File: config.mk
export PLATFORM = sky130hd
export DESIGN_NAME = cam_capture_maxis
export DESIGN_NICKNAME = d
export VERILOG_FILES = /design/src/rtl/cam_capture_maxis.sv
export SDC_FILE = /design/constraint.sdc
export NUM_CORES = 1
export LEC_CHECK = 0
export ABC_CLOCK_PERIOD_IN_PS = 2000
export BUFFER_PORTS_ARGS = -buffer_cell sky130_fd_sc_hd__buf_2
export CORE_MARGIN = 2
export CORE_UTILIZATION = 50
export DETAILED_ROUTE_END_ITERATION = 6
export MAX_ROUTING_LAYER = met4
export PLACE_DENSITY = 0.72
export RECOVER_POWER = 50
export SKIP_CTS_REPAIR_TIMING = 1
export SLEW_MARGIN = 20
export SYNTH_ARGS = -nofsm -noshare
export SYNTH_HDL_FRONTEND = slang
export SYNTH_SLANG_ARGS = --single-unit
export TNS_END_PERCENT = 50
File: constraint.sdc
create_clock -name i_pclk -period 2 [get_ports i_pclk]
set_input_delay 0.2 -clock i_pclk [delete_from_list [all_inputs] [get_ports i_pclk]]
set_output_delay 0.2 -clock i_pclk [all_outputs]
set_load 0.03 [all_outputs]
File: src/rtl/cam_capture_maxis.sv
// Camera byte-pair capture to an AXI4-Stream video master.
// Two bytes per pixel (low first), TUSER on frame start, TLAST on line end.
module cam_capture_maxis #(
  parameter int X_RES = 640,
  parameter int Y_RES = 480
) (
  input  logic        i_pclk,
  input  logic        i_resetn,
  input  logic        i_enable,
  input  logic        i_vsync,
  input  logic        i_href,
  input  logic [7:0]  i_data,
  output logic [15:0] M_AXIS_VIDEO_TDATA,
  output logic        M_AXIS_TVALID,
  input  logic        M_AXIS_VIDEO_TREADY,
  output logic        M_AXIS_VIDEO_TUSER,
  output logic        M_AXIS_VIDEO_TLAST
);

  localparam int XW = (X_RES > 1) ? $clog2(X_RES) : 1;
  localparam int YW = (Y_RES > 1) ? $clog2(Y_RES) : 1;
  localparam logic [XW-1:0] X_LAST = XW'(X_RES - 1);
  localparam logic [YW-1:0] Y_LAST = YW'(Y_RES - 1);

  localparam logic [0:0] WAIT_FRAME = 1'b0;
  localparam logic [0:0] CAPTURE    = 1'b1;

  logic [0:0]    r_state;
  logic          r_vsync_d;
  logic          r_phase;
  logic [7:0]    r_low;
  logic [XW-1:0] r_pix;
  logic [YW-1:0] r_line;
  logic          r_sof;
  logic [15:0]   r_tdata;
  logic          r_tvalid;
  logic          r_tuser;
  logic          r_tlast;

  logic w_vs_fall;
  logic w_cap;
  logic w_byte;
  logic w_beat;
  logic w_eol;
  logic w_eof;
  logic w_unused;

  // The camera cannot be stalled, so the sink ready is deliberately ignored.
  assign w_unused = M_AXIS_VIDEO_TREADY;

  // Decode frame/line events from the current sample and stored state.
  always_comb begin
    w_vs_fall = r_vsync_d & ~i_vsync;
    w_cap     = (r_state == CAPTURE) & i_enable;
    w_byte    = w_cap & i_href & ~i_vsync;
    w_beat    = w_byte & r_phase;
    w_eol     = w_beat & (r_pix == X_LAST);
    w_eof     = w_eol & (r_line == Y_LAST);
  end

  // Frame-level FSM: arm on vsync fall, drop on disable or after last line.
  always_ff @(posedge i_pclk or negedge i_resetn) begin
    if (!i_resetn) begin
      r_state   <= WAIT_FRAME;
      r_vsync_d <= 1'b0;
    end else begin
      r_vsync_d <= i_vsync;
      unique case (r_state)
        WAIT_FRAME:
          if (w_vs_fall && i_enable) r_state <= CAPTURE;
        CAPTURE:
          if (!i_enable || w_eof) r_state <= WAIT_FRAME;
        default:
          r_state <= WAIT_FRAME;
      endcase
    end
  end

  // Byte pairing, pixel/line counters and the pending start-of-frame flag.
  always_ff @(posedge i_pclk or negedge i_resetn) begin
    if (!i_resetn) begin
      r_phase <= 1'b0;
      r_low   <= 8'h00;
      r_pix   <= '0;
      r_line  <= '0;
      r_sof   <= 1'b0;
    end else begin
      if (!w_byte) begin
        r_phase <= 1'b0;
        r_pix   <= '0;
      end else begin
        r_phase <= ~r_phase;
        if (!r_phase) r_low <= i_data;
        if (w_beat) r_pix <= w_eol ? '0 : r_pix + 1'b1;
      end
      if (i_vsync) begin
        r_line <= '0;
        r_sof  <= 1'b1;
      end else begin
        if (w_eol) r_line <= w_eof ? '0 : r_line + 1'b1;
        if (w_beat) r_sof <= 1'b0;
      end
    end
  end

  // Registered stream outputs; sidebands only ever accompany a valid beat.
  always_ff @(posedge i_pclk or negedge i_resetn) begin
    if (!i_resetn) begin
      r_tdata  <= 16'h0000;
      r_tvalid <= 1'b0;
      r_tuser  <= 1'b0;
      r_tlast  <= 1'b0;
    end else begin
      r_tvalid <= w_beat;
      r_tuser  <= w_beat & r_sof;
      r_tlast  <= w_eol;
      if (w_beat) r_tdata <= {i_data, r_low};
    end
  end

  assign M_AXIS_VIDEO_TDATA = r_tdata;
  assign M_AXIS_TVALID      = r_tvalid;
  assign M_AXIS_VIDEO_TUSER = r_tuser;
  assign M_AXIS_VIDEO_TLAST = r_tlast;

endmodule

==> metrics <==
outcome=completed; max-slew violation count=0; sequential share of power=0.576; placed cells=between 200 and 300; worst r2r src=r_line[0]; number of global-route vias before repair=approximately 1500; HPWL after DPL=~2.5 mm; I/O pins=33; Floorplan Core Area=0.00409 mm²; Area Overhead vs Synth=15.2%; synthesized net count=around 210; Post-synth EDFFs=0; CP required=between 2 and 2.5 ns; Vias=roughly 1500; Initial Util=0.529; worst-path fanout max=6; capture point of the worst reg-to-reg path=r_line[5]; first-pass GRT wire length=roughly 6.8 mm; Power Total=1.87 mW; First-pass DRT Iterations=6; post-synth cell types=36; Overflow after GRT=0; critical path type=reg2reg; worst rel slew slack=0.206; NetSw=between 400 and 500 µW; wire per inst=~14 µm; clock skew=between 0.004 and 0.005 ns; routed wire length=just under 4 mm; setup violators final=0; WHS Path Cells=3; post-route setup slack=roughly 0.20 ns; crit share post-route=0.900; Post-DP Area=0.00239 mm²; Skew-Pair Late Insertion Delay=0.30 ns; Synth Instances=193; Reg2Reg Setup Slack=approximately 0.20 ns; Seq/Total Area, Yosys=0.578; routability congestion estimate=a little over 0.8; HP Start=i_data[0]; fmax=between 500 and 600 MHz; commonest non-fill, non-tap cell in the layout=dfrtp_1; CTS root buffer=clkbuf_8; sequence of cells on the critical path=ha_1 > and4_1 > nand2_1 > or4b_1 > a21oi_1; Yosys reg bits=50; clock sinks=50; row cnt=23; nets@finish=~250; H-tree depth=2; cells on worst reg2reg path=5; Peak VDD IR=approximately 470 µV; I/O Buffers=31; largest net degree at the start of global routing=between 50 and 60; Post-Place Setup Slack=between 0.2 and 0.25 ns; DRC Markers=0; switching share of total power=0.216; Min-Delay Path Class=in2reg; Die Span Y=around 70 µm; power per cell area=about 750 mW/mm²; Post-Syn Area=~0.0022 mm²; CTS tree=done; Logic pwr share=0.054; slowest CP cell=or4b_1; CP endpoint kind=flop; GRT Overall Usage=0.177; layout cells sized above 1=0.247; mean post-synth cell area=11.2 µm²; RSZ-0062 raised after global routing=false; Total Neg Setup Slack=0 ns; Worst-path clk slew=~0.09 ns; Final Critical Period=1.80 ns; clock tree buffer depth=2; maxcap violations=0; Num CTS Buffers=5; Vias/cell=5.48; yosys warns=0; ANT cells=0; cell leakage power=roughly 1.3 nW; clock group share of total power=0.370; Arr. time, crit path=slightly above 2 ns; end of the worst hold path=r_low[0]; Most used DFF post-synth=dfrtp_1; Post-DRT Antenna Nets=0; most frequent cells in the layout=dfrtp_1 (50), nand2_1 (33), buf_2 (24); Worst Tran Pin Value=1.19 ns; Die Area=between 0.004 and 0.005 mm²; final instance area=roughly 0.0025 mm²; Int Power=around 1.5 mW; max incr delay on CP=0.47 ns; Final Hold Viols=0; Worst setup SP type=flop; crit path launch=r_line[0]; final non-filler cell total=approximately 280; Starting DRT DRC Count=between 100 and 150; initial antenna violation count=0; Chip Width=69.8 µm; ys async rst share=1.00
[worst max path at each step]
stage,end,slack (ns)
detailed placement,r_line[8],0.25
CTS,r_line[5],0.17
global route,r_line[5],0.004
floorplan,r_line[5],0.40
global placement,r_line[8],0.27
finish,r_line[5],0.20
[Yosys cell counts (2+ instances only)]
cell,instances,area share
a21o_1,3,0.010
a21oi_1,11,0.025
and3_1,5,0.014
and4_1,2,0.0081
buf_2,3,0.0069
clkbuf_1,3,0.0052
dfrtp_1,50,0.58
ha_1,2,0.012
inv_1,7,0.012
mux2_2,16,0.083
nand2_1,33,0.057
nand3_1,7,0.016
nand4_1,2,0.0058
nand4b_1,3,0.012
nor2_1,5,0.0087
nor3b_1,4,0.014
o21ai_0,13,0.030
o21ai_1,2,0.0046
or3_1,3,0.0087
or4b_1,2,0.0093
xor2_1,2,0.0081
[worst max-delay path: cells and delay by family, from the launching register on]
| family | cells | cell delay [ns] |
|---|---|---|
| AOI/OAI and AO/OA | 1 | 0.16 |
| adders and majority gates | 1 | 0.23 |
| DFF | 1 | 0.41 |
| and+or+nand+nor | 3 | 0.93 |
[power groups by stage]
| stage | sequential [mW] | combinational [mW] | clock, mW |
|---|---|---|---|
| floorplan | 1.10 | 0.0424 | 0 |
| global placement | 1.10 | 0.105 | 0 |
| detailed placement | 1.10 | 0.107 | 0 |
| CTS | 1.08 | 0.107 | 0.712 |
| global route | 1.09 | 0.118 | 0.768 |
| finish | 1.08 | 0.101 | 0.693 |
[per-stage QoR]
stage / utilization / hold WS, ns
after global placement: 0.586 / 0.210
after CTS: 0.613 / -0.119
final: 0.610 / 0.100
after global routing: 0.610 / 0.0990
after detailed placement: 0.586 / 0.209
after floorplan: - / -0.0956
[cells by family after synthesis]
group,after synthesis,share of synthesized area
AND/OR/NAND/NOR,75,0.196
flip-flops,50,0.578
AO/OA/AOI/OAI,32,0.0844
multiplexers,17,0.0879
buffers and inverters,14,0.0295
XOR/XNOR,3,0.0121
adder cells (fa/ha/maj),2,0.0116
[final cells by class]
| cell class | count | area [µm²] |
|---|---|---|
| sequential | 50 | 1250 |
| multi-input combinational | 129 | 850 |
| tap | 50 | 62.6 |
| inverter | 7 | 26.3 |
| timing repair buffer | 37 | 191 |
| clock buffer | 6 | 72.6 |
| fill | 339 | 1600 |
| clock inverter | 2 | 37.5 |
[routing by layer]
metal,global-route usage,share of wire,up-vias
met5,-,0,-
met4,0.0534,0.011,0
met3,0.0465,0.049,5
met2,0.270,0.45,40
met1,0.235,0.49,742
li1,-,-,754
[state kept, by name, indices dropped and copies added, names as in the netlist]
name,cells
M_AXIS_TVALID,1
M_AXIS_VIDEO_TLAST,1
M_AXIS_VIDEO_TDATA,16
r_vsync_d,1
r_sof,1
r_phase,1
r_state,1
r_low,8
r_line,9
M_AXIS_VIDEO_TUSER,1
r_pix,10
(Power assumes the default switching activity.)
